File: src/rtl/reg_bank_pkg.sv
// Shared types and helpers for the parametrised register bank.
// Used by param_reg_bank and reg_bank_rd_pipe.
package reg_bank_pkg;

  typedef enum logic {
    CLEAR,
    IDLE
  } state_e;

  localparam int RD_LAT_MIN = 1;
  localparam int RD_LAT_MAX = 2;

  // Even parity: the stored bit makes the 9-bit total even.
  function automatic logic byte_parity(input logic [7:0] b);
    return ^b;
  endfunction

endpackage

File: src/rtl/reg_bank_rd_pipe.sv
// Read-return delay line: RD_LAT stages of data, valid strobe and parity error.
// Data stages load only with their valid, so the output holds between strobes.
module reg_bank_rd_pipe
  import reg_bank_pkg::*;
#(
  parameter int DATA_W = 8,
  parameter int RD_LAT = 1
) (
  input  logic              clk,
  input  logic              rst_n,
  input  logic              vld_in,
  input  logic [DATA_W-1:0] data_in,
  input  logic              perr_in,
  output logic              vld,
  output logic [DATA_W-1:0] data,
  output logic              perr
);

  localparam int LAT =
    (RD_LAT > RD_LAT_MAX) ? RD_LAT_MAX :
    (RD_LAT < RD_LAT_MIN) ? RD_LAT_MIN : RD_LAT;

  logic [LAT-1:0]    vld_q;
  logic [LAT-1:0]    perr_q;
  logic [DATA_W-1:0] data_q [LAT];

  always_ff @(posedge clk or negedge rst_n) begin
    if (!rst_n) begin
      vld_q  <= '0;
      perr_q <= '0;
      for (int i = 0; i < LAT; i++) begin
        data_q[i] <= '0;
      end
    end else begin
      vld_q[0]  <= vld_in;
      perr_q[0] <= vld_in & perr_in;
      if (vld_in) begin
        data_q[0] <= data_in;
      end
      for (int i = 1; i < LAT; i++) begin
        vld_q[i]  <= vld_q[i-1];
        perr_q[i] <= perr_q[i-1];
        if (vld_q[i-1]) begin
          data_q[i] <= data_q[i-1];
        end
      end
    end
  end

  assign vld  = vld_q[LAT-1];
  assign perr = perr_q[LAT-1];
  assign data = data_q[LAT-1];

endmodule

File: src/rtl/param_reg_bank.sv
// Parametrised single-port register bank with byte enables, write-first bypass
// and post-reset clear. Optional per-byte parity storage: REG_BANK_PARITY_EN.
module param_reg_bank
  import reg_bank_pkg::*;
#(
  parameter int                DATA_W   = 8,
  parameter int                ADDR_W   = 4,
  parameter int                RD_LAT   = 1,
  parameter logic [DATA_W-1:0] INIT_VAL = '0
) (
  input  logic                clk,
  input  logic                rst_n,
  input  logic                ren,
  input  logic                wen,
  input  logic [ADDR_W-1:0]   addr,
  input  logic [DATA_W-1:0]   wdata,
  input  logic [DATA_W/8-1:0] wbe,
  output logic                rdy,
  output logic [DATA_W-1:0]   data_out,
  output logic                rd_vld,
  output logic                par_err
);

  localparam int DEPTH = 2 ** ADDR_W;
  localparam int NB    = DATA_W / 8;

  state_e            state;
  state_e            state_nx;
  logic [ADDR_W-1:0] cnt;
  logic [ADDR_W-1:0] cnt_nx;

  logic [DATA_W-1:0] mem [DEPTH];
  logic [DATA_W-1:0] old_word;
  logic [DATA_W-1:0] new_word;
  logic [DATA_W-1:0] rd_word;
  logic              acc_rd;
  logic              acc_wr;
  logic              rd_perr;

  always_ff @(posedge clk or negedge rst_n) begin
    if (!rst_n) begin
      state <= CLEAR;
      cnt   <= '0;
    end else begin
      state <= state_nx;
      cnt   <= cnt_nx;
    end
  end

  always_comb begin
    state_nx = state;
    cnt_nx   = cnt;
    unique case (state)
      CLEAR: begin
        cnt_nx = cnt + ADDR_W'(1);
        if (&cnt) begin
          state_nx = IDLE;
        end
      end
      IDLE: begin
        cnt_nx = '0;
      end
    endcase
  end

  assign rdy    = (state == IDLE);
  assign acc_rd = rdy & ren;
  assign acc_wr = rdy & wen;

  assign old_word = mem[addr];

  always_comb begin
    new_word = old_word;
    for (int b = 0; b < NB; b++) begin
      if (wbe[b]) begin
        new_word[8*b +: 8] = wdata[8*b +: 8];
      end
    end
  end

  // Same-cycle write to the read address returns the merged new word.
  assign rd_word = acc_wr ? new_word : old_word;

  always_ff @(posedge clk) begin
    if (!rdy) begin
      mem[cnt] <= INIT_VAL;
    end else if (acc_wr) begin
      mem[addr] <= new_word;
    end
  end

`ifdef REG_BANK_PARITY_EN
  logic [NB-1:0] par_mem [DEPTH];
  logic [NB-1:0] old_par;
  logic [NB-1:0] new_par;
  logic [NB-1:0] rd_par;
  logic [NB-1:0] init_par;

  assign old_par = par_mem[addr];

  always_comb begin
    new_par  = old_par;
    init_par = '0;
    for (int b = 0; b < NB; b++) begin
      init_par[b] = byte_parity(INIT_VAL[8*b +: 8]);
      if (wbe[b]) begin
        new_par[b] = byte_parity(wdata[8*b +: 8]);
      end
    end
  end

  assign rd_par = acc_wr ? new_par : old_par;

  always_comb begin
    rd_perr = 1'b0;
    for (int b = 0; b < NB; b++) begin
      rd_perr = rd_perr |
        (rd_par[b] ^ byte_parity(rd_word[8*b +: 8]));
    end
  end

  always_ff @(posedge clk) begin
    if (!rdy) begin
      par_mem[cnt] <= init_par;
    end else if (acc_wr) begin
      par_mem[addr] <= new_par;
    end
  end
`else
  assign rd_perr = 1'b0;
`endif

  reg_bank_rd_pipe #(
    .DATA_W (DATA_W),
    .RD_LAT (RD_LAT)
  ) u_rd_pipe (
    .clk     (clk),
    .rst_n   (rst_n),
    .vld_in  (acc_rd),
    .data_in (rd_word),
    .perr_in (rd_perr),
    .vld     (rd_vld),
    .data    (data_out),
    .perr    (par_err)
  );

endmodule

File: config.mk
export PLATFORM = sky130hd
export DESIGN_NAME = param_reg_bank
export DESIGN_NICKNAME = d
export VERILOG_FILES = /design/src/rtl/reg_bank_pkg.sv /design/src/rtl/reg_bank_rd_pipe.sv /design/src/rtl/param_reg_bank.sv
export SDC_FILE = /design/constraint.sdc
export NUM_CORES = 1
export LEC_CHECK = 0
export ABC_AREA = 1
export BUFFER_PORTS_ARGS = -buffer_cell sky130_fd_sc_hd__clkbuf_2
export CAP_MARGIN = 20
export CELL_PAD_IN_SITES_DETAIL_PLACEMENT = 1
export CELL_PAD_IN_SITES_GLOBAL_PLACEMENT = 2
export CORE_ASPECT_RATIO = 1.2
export CORE_MARGIN = 5
export CORE_UTILIZATION = 40
export DETAILED_ROUTE_END_ITERATION = 8
export GPL_ROUTABILITY_DRIVEN = 0
export GPL_TIMING_DRIVEN = 0
export PLACE_DENSITY_LB_ADDON = 0.08
export SLEW_MARGIN = 20
export SYNTH_ARGS = -nofsm -noshare
export SYNTH_HDL_FRONTEND = slang
export SYNTH_SLANG_ARGS = --single-unit
File: constraint.sdc
create_clock -name clk -period 2.14 [get_ports clk]
set_clock_uncertainty 0.1 [all_clocks]
set_input_delay 0.107 -clock clk [delete_from_list [all_inputs] [get_ports clk]]
set_output_delay 0.107 -clock clk [all_outputs]
set_load 0.01 [all_outputs]
======== After elaboration in Yosys (flattened, before gate mapping) ========
Memories as Yosys holds them, arrays and structs flattened.
Index checks and enable logic that the tools add are counted.
operators by class
  add/sub/neg operators ................... 1
  mux-type cells .......................... 12
  bitwise gates (word level) .............. 3
  reductions and logical operators ........ 2
operators by type and width
  kind                   number
  $mux W8                3
  $pmux W4 S2            1
  $reduce_or A8 Y1       1
  $mux W1                7
  $add A4 B1 Y4 const B  1
  $mux W4                1
  $reduce_and A4 Y1      1
  $and A1 B1 Y1          2
  $not A1 Y1             1
word-level totals
  register bits ........................... 14
  bits in writable memories ............... 128
  input port bits ......................... 17
  memories kept ........................... 1
memory list
  name  depth  bits a word  read ports  clocked after Yosys merged registers in  wr ports  line                  source
  mem   16     8            1           0                                        1         param_reg_bank.sv:32  logic [DATA_W-1:0] mem [DEPTH];

======== Longest topological paths before layout ========
  depth in word-level cells ............... 6
  depth in mapped cells ................... 13
  gate-level depth less buffers ........... 11

======== Hierarchy ========
Synthesis repeated with hierarchy kept, for this count alone.
unflattened totals
  cell total of the unflattened synthesis .. 659
  area, all modules ....................... 6398.6 µm²
modules (own cells, without submodules)
  module            instances  cells each  area each (µm²)
  param_reg_bank    1          621         6035.8
  reg_bank_rd_pipe  1          38          362.8

======== Worst setup path before layout ========
OpenSTA, ideal clock, no wires.
  path kind ............................... register to register
  from .................................... register state, in the netlist rdy
  to ...................................... memory mem[12][0] (enable)
  library setup time ...................... 370 ps
  arrival time ............................ 1506 ps
  data required time ...................... 1670 ps
  slack ................................... 164 ps
  cell stages (with the launch flop) ...... 8
  buffers on the path ..................... 1
  clock period less this slack ............ 1976 ps
  cell sequence ........................... dfrtp_1 nand2_1 buf_2 nand2_1 o21ai_0 inv_1 nand3_1 nor2_1
on the way
  word-level cells in the longest chain between the ends .. 6
ends and longest elaborated chain
  element                                              line                  source
  from (decl)                                          param_reg_bank.sv:27  state_e state;
  from (signal assigned)                               param_reg_bank.sv:45  state <= state_nx;
  $and A1 B1 Y1                                        param_reg_bank.sv:68  assign acc_wr = rdy & wen;
  $mux W1                                              param_reg_bank.sv:87  end else if (acc_wr) begin
  $mux W1                                              param_reg_bank.sv:85  if (!rdy) begin
  $mux W1 (implied by the code)                        param_reg_bank.sv:88  mem[addr] <= new_word;
  $reduce_or A8 Y1 (no source line)                    n/a
  $mux W4 (no source line) or $mux W1 (tied branches)  n/a
  to (decl)                                            param_reg_bank.sv:32
Several ways; a longest one is shown, not always the timed one.

======== Final worst setup path ========
  from .................................... register state, in the netlist rdy
  to ...................................... memory mem[2][6] (enable)
Same word-level chain as after synthesis.

==> results.sh <==
export IMPL_post_dp_cell_area_mm2=0.00676
export IMPL_cap_viol_max_count=0
export IMPL_seq_area_frac_synth_pct=65.7
export IMPL_vdd_drop_max_v=0.000552
export IMPL_nNetsFinal=735
export IMPL_synth_area_leaders="edfxtp_1 60%, nand2_1 15%, nand3_1 7.1%, dfrtp_1 5.5%, inv_1 4.8%"
export IMPL_required_ns=2.23
export IMPL_rr_worst_depth=7
export IMPL_p_leak_nw=3.42
export IMPL_core_mm2=0.0156
export IMPL_die_y_um=148
export IMPL_instances_no_fill=936
export IMPL_syn_avg_cell_area_um2=9.75
export IMPL_drc=0
export IMPL_cp_end_kind="register"
export IMPL_clockBufferDepth=2
export IMPL_avgRoutedWirePerCell_um=19.9
export IMPL_cts_tree="yes"
export IMPL_slew_violations=0
export IMPL_setup_ws_ns=0.108
export IMPL_ys_ff_latch=142
export IMPL_drt_vias_per_instance=4.97
export IMPL_drtIter0Drc=261
export IMPL_dieArea_mm2=0.0186
export IMPL_grt_pass1_vias=4987
export IMPL_hold_violations=0
export IMPL_worstMarginPinSlew_ns=0.729
export IMPL_ys_warn_count=0
export IMPL_antenna_found_initial=0
export IMPL_clk_latency_ns=0.42
export IMPL_grt_util_all_layers_pct=20.6
export IMPL_drive_gt1_share_pct=17.2
export IMPL_p_total_mw=6.77
export IMPL_start_util_pct=40.8
export IMPL_rows=50
export IMPL_layout_min_cycle_time_ns=2.03
export IMPL_synthFlopType="edfxtp_1"
export IMPL_final_util_pct=50.2
export IMPL_post_route_period_util_pct=95.0
export IMPL_synth_most_common_cell="nand2_1"
export IMPL_grt_pass1_wl_mm=28.0
export IMPL_cp_max_fo=6
export IMPL_routed_wl_mm=18.6
export IMPL_synth_largest_area_cell="edfxtp_1"
export IMPL_place_inst=886
export IMPL_setup_tns_ns=0
export IMPL_post_dp_hpwl_mm=12.5
export IMPL_pwr_density_cell_mw_per_mm2=861
export IMPL_synth_edf_count=128
export IMPL_relSlewSlack_pct=51.4
export IMPL_yosysUniqueCellTypes=20
export IMPL_drtAntennaViolNets=0
export IMPL_synth_commonest_cells="260 x nand2_1, 128 x edfxtp_1, 91 x nand3_1"
export IMPL_overflow=0
export IMPL_cts_sinks=142
export IMPL_cts_made_buffers=17
export IMPL_status="finished, final reports clean"
export IMPL_io_buffer_count=23
export IMPL_cts_max_level=4
export IMPL_num_antenna_cells=0
export IMPL_cts_root_buffer="clkbuf_16"
export IMPL_netlist_instances=655
export IMPL_max_freq_mhz=492
export IMPL_drtPass1Iterations=5
export IMPL_finalInstanceArea_mm2=0.00786
export IMPL_cp_arrival_ns=2.12
export IMPL_area_growth_pct=23.1
export IMPL_netlist_area_leader_share_pct=60.2
export IMPL_critPathKind="register to register"
export IMPL_grt_max_degree=17
export IMPL_async_flop_share_pct=9.86
export IMPL_synth_nets=673
export IMPL_ios=28
export IMPL_synth_cell_area_mm2=0.00639
export IMPL_timing_hold_ws_ns=0.0255
export IMPL_setup_viol=0
export IMPL_via_count=4648
export IMPL_hp_class="primary input to asynchronous set/reset pin"
export IMPL_die_width_um=125
export IMPL_clkTransAtPathRegs_ns=0.06
export IMPL_critPathLaunchType="register"
export IMPL_fillers=1753
export IMPL_pre_cts_ws_ns=-0.437
-- cell type report --
cell class	instances	area [um2]	area share, %
flip-flops and latches	142	4190	53.4
well taps	208	260	3.31
clock buffers	19	433	5.51
plain buffers	29	231	2.95
multi-input cells	399	1810	23.0
repair buffers	43	443	5.64
clock inverters	11	169	2.15
inverters	85	319	4.06
-- where the power goes --
group | total [mW] | switching (mW) | leakage (nW) | internal (mW)
Sequential | 3.12 | 0.0188 | 1.34 | 3.10
Clock | 3.04 | 1.11 | 0.284 | 1.93
Combinational | 0.598 | 0.419 | 1.80 | 0.179
Total | 6.77 | 1.55 | 3.42 | 5.22
-- path summary, 6_finish.rpt --
path / startpoint / endpoint / slack, ns
worst min-delay path: rst_n / u_rd_pipe.data[3]$_DFFE_PN0P_ / 0.03
worst max-delay path: rdy$_DFF_PN0_ / mem[2][6]$_DFFE_PP_ / 0.11
min in group clk: wdata[4] / u_rd_pipe.data[4]$_DFFE_PN0P_ / 0.05
worst max register to register: rdy$_DFF_PN0_ / mem[2][6]$_DFFE_PP_ / 0.11
worst min register to register: u_rd_pipe.data[2]$_DFFE_PN0P_ / u_rd_pipe.data[2]$_DFFE_PN0P_ / 0.39
max in group asynchronous: rst_n / u_rd_pipe.data[6]$_DFFE_PN0P_ / 1.66
-- critical path, stage by stage (launching register included) --
cell	delay (ns)
dfrtp_1	0.34
nand2_1	0.13
o21ai_0	0.52
inv_1	0.20
nand3_2	0.11
buf_4	0.18
nor2_4	0.07
buf_4	0.15
-- cells in the final DEF, fill, tap and decap left out, types with 14 or more instances in the layout --
| master | instances |
|---|---|
| buf_4 | 15 |
| inv_1 | 81 |
| edfxtp_1 | 128 |
| nor2_1 | 20 |
| dfrtp_1 | 14 |
| nor2_4 | 16 |
| clkbuf_2 | 23 |
| nand2_1 | 256 |
| nand3_1 | 87 |
| buf_12 | 14 |
| clkbuf_16 | 17 |
-- what timing repair did --
action,CTS,global route
endpoints found under the setup margin,128,120
hold buffers,1,0
pin swaps,17,4
setup buffers,18,1
resized for setup,39,6
hold endpoints to repair,14,0
-- per-layer routing --
metal / share of wire (%) / vias to the layer above / GRT usage, %
li1: - / 2225 / -
met1: 41 / 2308 / 23.9
met2: 53 / 82 / 37.4
met3: 2.8 / 33 / 3.48
met4: 3.2 / 0 / 9.11
met5: 0 / - / 0
-- kinds of logic after synthesis --
| kind of cell | Yosys count | synth area share (%) |
|---|---|---|
| compound gates | 7 | 0.548 |
| fa+ha+maj | 1 | 0.196 |
| buf+inv | 114 | 8.58 |
| flops | 142 | 65.7 |
| other cells | 1 | 0.0587 |
| simple gates | 390 | 24.9 |
-- state kept, by name, indices dropped and copies added, names as in the netlist --
signal / count
mem: 128
u_rd_pipe.data: 8
rdy: 1
u_rd_pipe.vld: 1
cnt: 4
Note: power is estimated with default switching activity, not from simulation.
